### config.mk
export PLATFORM = sky130hd
export DESIGN_NAME = fifo_ext
export DESIGN_NICKNAME = d
export VERILOG_FILES = /design/src/rtl/fifo_pkg.sv /design/src/rtl/fifo_mem.sv /design/src/rtl/fifo_ext.sv
export SDC_FILE = /design/constraint.sdc
export NUM_CORES = 1
export LEC_CHECK = 0
export ABC_AREA = 0
export CAP_MARGIN = 25
export CORE_MARGIN = 5
export CORE_UTILIZATION = 52
export CTS_BUF_LIST = sky130_fd_sc_hd__clkbuf_2 sky130_fd_sc_hd__clkbuf_4 sky130_fd_sc_hd__clkbuf_8
export DETAILED_ROUTE_END_ITERATION = 8
export DONT_BUFFER_PORTS = 1
export GPL_ROUTABILITY_DRIVEN = 0
export MAX_ROUTING_LAYER = met4
export PLACE_DENSITY_LB_ADDON = 0.3
export SLEW_MARGIN = 20
export SYNTH_ARGS = -nofsm -noshare
export SYNTH_HDL_FRONTEND = slang
export SYNTH_SLANG_ARGS = --single-unit
### constraint.sdc
create_clock -name clk -period 3.4 [get_ports clk]
set_input_delay 0.68 -clock clk [delete_from_list [all_inputs] [get_ports clk]]
set_output_delay 0.68 -clock clk [all_outputs]
set_load 0.01 [all_outputs]
### src/rtl/fifo_pkg.sv
// fifo_pkg: shared read-mode enum and pointer-width helper for the FIFO family
package fifo_pkg;
    typedef enum logic {FIFO_STD, FIFO_FWFT} fifo_mode_e;
    function automatic int ptr_w(input int depth);
        return $clog2(depth) + 1;
    endfunction
endpackage

### src/rtl/fifo_mem.sv
// fifo_mem: simple dual-port RAM, synchronous write, asynchronous read, no reset
module fifo_mem #(
    parameter int DATAWIDTH = 8,
    parameter int DEPTH = 4
) (
    input  logic                     clk,
    input  logic                     we,
    input  logic [$clog2(DEPTH)-1:0] waddr,
    input  logic [DATAWIDTH-1:0]     wdata,
    input  logic [$clog2(DEPTH)-1:0] raddr,
    output logic [DATAWIDTH-1:0]     rdata
);
    logic [DATAWIDTH-1:0] mem [DEPTH];
    always_ff @(posedge clk)
        if (we) mem[waddr] <= wdata;
    assign rdata = mem[raddr];
endmodule

### src/rtl/fifo_ext.sv
// fifo_ext: single-clock FIFO with std/FWFT read, occupancy, thresholds, sticky errors and flush
module fifo_ext
    import fifo_pkg::*;
#(
    parameter int DATAWIDTH = 8,
    parameter int DEPTH = 4,
    parameter int FWFT = 0,
    parameter int AF_TH = DEPTH - 1,
    parameter int AE_TH = 1
) (
    input  logic                   clk,
    input  logic                   resetn,
    input  logic                   wr_en,
    input  logic [DATAWIDTH-1:0]   wr_data,
    input  logic                   rd_en,
    output logic [DATAWIDTH-1:0]   rd_data,
    input  logic                   flush,
    input  logic                   clr_err,
    output logic                   full,
    output logic                   empty,
    output logic                   almost_full,
    output logic                   almost_empty,
    output logic [$clog2(DEPTH):0] count,
    output logic                   overflow,
    output logic                   underflow
);
    localparam int PW = ptr_w(DEPTH);
    localparam fifo_mode_e MODE = (FWFT != 0) ? FIFO_FWFT : FIFO_STD;

    if (DEPTH < 2 || (DEPTH & (DEPTH - 1)) != 0) begin : g_bad_depth
        $fatal(1, "fifo_ext: DEPTH must be a power of two >= 2");
    end
    if (AF_TH < 1 || AF_TH > DEPTH) begin : g_bad_af
        $fatal(1, "fifo_ext: AF_TH out of range 1..DEPTH");
    end
    if (AE_TH < 0 || AE_TH > DEPTH - 1) begin : g_bad_ae
        $fatal(1, "fifo_ext: AE_TH out of range 0..DEPTH-1");
    end

    logic [PW-1:0] wptr, rptr;
    logic [DATAWIDTH-1:0] head;
    logic wr_acc, rd_acc;

    assign count        = wptr - rptr;
    assign full         = count == PW'(DEPTH);
    assign empty        = count == '0;
    assign almost_full  = count >= PW'(AF_TH);
    assign almost_empty = count <= PW'(AE_TH);
    assign wr_acc       = wr_en & ~full & ~flush;
    assign rd_acc       = rd_en & ~empty & ~flush;

    fifo_mem #(.DATAWIDTH(DATAWIDTH), .DEPTH(DEPTH)) u_mem (
        .clk  (clk),
        .we   (wr_acc),
        .waddr(wptr[PW-2:0]),
        .wdata(wr_data),
        .raddr(rptr[PW-2:0]),
        .rdata(head)
    );

    // a new error event in the same cycle wins over clr_err
    always_ff @(posedge clk or posedge resetn)
        if (resetn) begin
            wptr      <= '0;
            rptr      <= '0;
            overflow  <= 1'b0;
            underflow <= 1'b0;
        end else begin
            wptr      <= flush ? '0 : wptr + PW'(wr_acc);
            rptr      <= flush ? '0 : rptr + PW'(rd_acc);
            overflow  <= (wr_en & full & ~flush) | (overflow & ~clr_err);
            underflow <= (rd_en & empty & ~flush) | (underflow & ~clr_err);
        end

    if (MODE == FIFO_FWFT) begin : g_fwft
        assign rd_data = head;
    end else begin : g_std
        logic [DATAWIDTH-1:0] rd_q;
        always_ff @(posedge clk or posedge resetn)
            if (resetn) rd_q <= '0;
            else if (rd_acc) rd_q <= head;
        assign rd_data = rd_q;
    end
endmodule

==> key figures <==
Routing
  – Drt pass-1 iters: 4
  – WL final: 2961 microns
  – Wire length per cell: 18.05 microns
  – Routed Antenna Nets: 0
  – Initial detailed-routing violation count: 32
  – Vias per cell: 5.470
  – # DRC: 0
  – Via count: 897

Logic synthesis
  – Mapped Cells: 106
  – Yosys cell types: 21
  – Async set or reset register ratio after synthesis: 0.3333
  – Top FF cell, synth: edfxtp_1
  – Share of the synthesized area in the top cell type: 0.4977
  – Seq cells post-synth: 48
  – Synthesized area per cell: 18.21 sq um
  – Syn nets: 126
  – Area of the mapped netlist: 1931 sq um
  – Seq/Total Area, Yosys: 0.7051
  – EDFF count, synth: 32
  – Synth warn: 0
  – Area leader, netlist: edfxtp_1
  – Ranking of synthesized cells by area: edfxtp_1 50%, dfrtp_1 21%, mux4_2 9.3%

Setup path
  – Worst path required time: 2720 ps
  – Slowest Stage Delay on Critical Path: 590 ps
  – WS Path Type: reg2out
  – Critical-path maximum fanout: 10
  – Critical Path Source Type: register
  – CP arrival: 2160 ps
  – Setup crit end kind: output pin
  – FF-to-FF path depth: 8
  – CP max-delay cell: dfrtp_1
  – Crit path cell chain: ha_1, fa_1, nand2_1, nor2_1

Global route
  – Largest net degree at the start of global routing: 17
  – Routing usage on met1: 0.1611
  – Layer with the highest usage: met2
  – Antenna violations before repair: 0
  – Met2 Use GR: 0.2039
  – GRT Residual Overflow: 0
  – Met3 usage: 0.05398
  – Number of global-route vias before repair: 948
  – Gr usage total: 0.1358
  – First-pass GRT wire length: 4823 microns

Timing
  – Peak Freq: 352.0 MHz
  – Slew Limit Fails: 0
  – Clock skew: 4.966 ps
  – Final setup violation count: 0
  – Hold Fails Final Rpt: 0
  – RSZ-0062 raised after global routing: false
  – Slew HR: 0.5712
  – Period utilisation layout: 0.8355
  – Setup ws final: 559.2 ps
  – Setup TNS: 0 ps
  – Final hold slack: 356.8 ps
  – Min Clock Period, post-route: 2841 ps
  – Slew at the pin closest to its max-slew limit: 642.5 ps

Clock network
  – TritonCTS clock tree: yes
  – Clock latency on the worst-skew pair: 290 ps
  – CTS buffer count: 5
  – Setup bufs post-CTS: 0
  – CTS Hold Buffers Added: 0
  – Clk sinks: 48
  – H-tree level count: 2
  – Post_cts resized: 0
  – Root Buffer Master: clkbuf_8
  – Clock Pin Slew Worst Setup and Hold Paths: 80 ps
  – Worst-case clock buffer depth: 2

Placed design
  – Final HPWL DP: 2084 microns
  – DP Cell Count: 156
  – Pre-CTS WS: 603.3 ps
  – # port buffers: 0

Floorplanning
  – Row cnt: 22
  – Die Ht: 70.93 microns
  – Die W: 70.93 microns
  – Die area: 5031 sq um
  – # IOs: 31
  – Initial Utilization: 0.5313
  – Core area: 3633 sq um

Power and ir drop
  – Total Power: 1.276 mW
  – Power per cell area: 605.1 nW/um^2
  – Leak: 0.8044 nW
  – VDD IR max: 0.0003288 V

Finish
  – Area growth syn-to-layout: 9.267%
  – Non-filler cells, final: 164
  – Number of nets in the layout: 135
  – Layout cell share with drive strength beyond 1: 0.2672
  – Filler Cells Inserted: 281
  – N_diodes: 0
  – Most common cell after layout, fill and taps aside: edfxtp_1
  – Most frequent cells in the layout: 32 x edfxtp_1, 16 x dfrtp_1, 9 x inv_1

Flow run
  – MaxCap Viol Count: 0

Outcome
  – Status: finished clean

Hold path
  – Hold Crit Class: in2async
==> worst paths after layout <==
kind / startpoint / slack [ps] / to
max in group asynchronous: resetn / 2630 / rd_data[5]
worst min-delay path: resetn / 360 / rd_data[1]
worst min register to register: wptr[2] / 570 / wptr[2]
worst max register to register: rptr[0] / 630 / wptr[1]
worst max-delay path: rptr[0] / 560 / full
min in group clk: flush / 440 / wptr[0]
==> through the flow <==
step                      cell area (sq um)    util
after floorplan                        1931       -
after global placement                 2012  0.5537
after detailed placement               2012  0.5537
after CTS                              2110  0.5806
after global routing                   2110  0.5806
final                                  2110  0.5806
==> logic make-up (layout without fill, tap and decap cells) <==
logic type | Yosys count | count (layout) | share of synthesized area
XOR/XNOR | 3 | 3 | 0.02139
multiplexers | 16 | 16 | 0.1400
flip-flops | 48 | 48 | 0.7051
buffers and inverters | 12 | 22 | 0.02397
AO/OA/AOI/OAI | 5 | 5 | 0.02528
adder cells (fa/ha/maj) | 6 | 6 | 0.04277
AND/OR/NAND/NOR | 16 | 16 | 0.04147
==> flip-flops by register name (all words and copies together) (netlist names) <==
name	count
u_mem.mem	32
rd_data	8
rptr	3
wptr	3
overflow	1
underflow	1
==> power breakdown <==
| group | internal, mW | switching (mW) | total, mW |
|---|---|---|---|
| sequential | 0.692 | 0.0767 | 0.769 |
| combinational | 0.0856 | 0.0785 | 0.164 |
| clock | 0.173 | 0.170 | 0.344 |
==> per-layer routing <==
metal,share of wire,vias up
met4,0.017,0
met1,0.39,458
met2,0.51,27
li1,-,407
met3,0.079,5
met5,0,-
==> area by class of cell <==
class                      instances  area, sq um  share of cell area
tap                               48        60.06             0.02847
sequential                        48         1361              0.6453
multi-input combinational         46        523.0              0.2479
inverter                          10        37.54             0.01779
clock buffer                       7        90.09             0.04270
timing repair buffer               4        30.03             0.01423
clock inverter                     1        7.507            0.003559
==> synthesized netlist by cell type, types with 2 or more instances <==
cell type and number:
nor2b_1 4, mux2_2 8, inv_1 9, o32ai_1 2, edfxtp_1 32, mux4_2 8
xnor2_1 2, nor3_1 4, dfrtp_1 16, nor2_1 5, nand2b_1 2, ha_1 5
==> critical path: cells and delay by family (launching register included) <==
| family | cells | cell delay (ps) |
|---|---|---|
| simple gates | 2 | 420 |
| fa+ha+maj | 2 | 860 |
| flops | 1 | 590 |
Note: power is estimated with default switching activity, not from simulation.
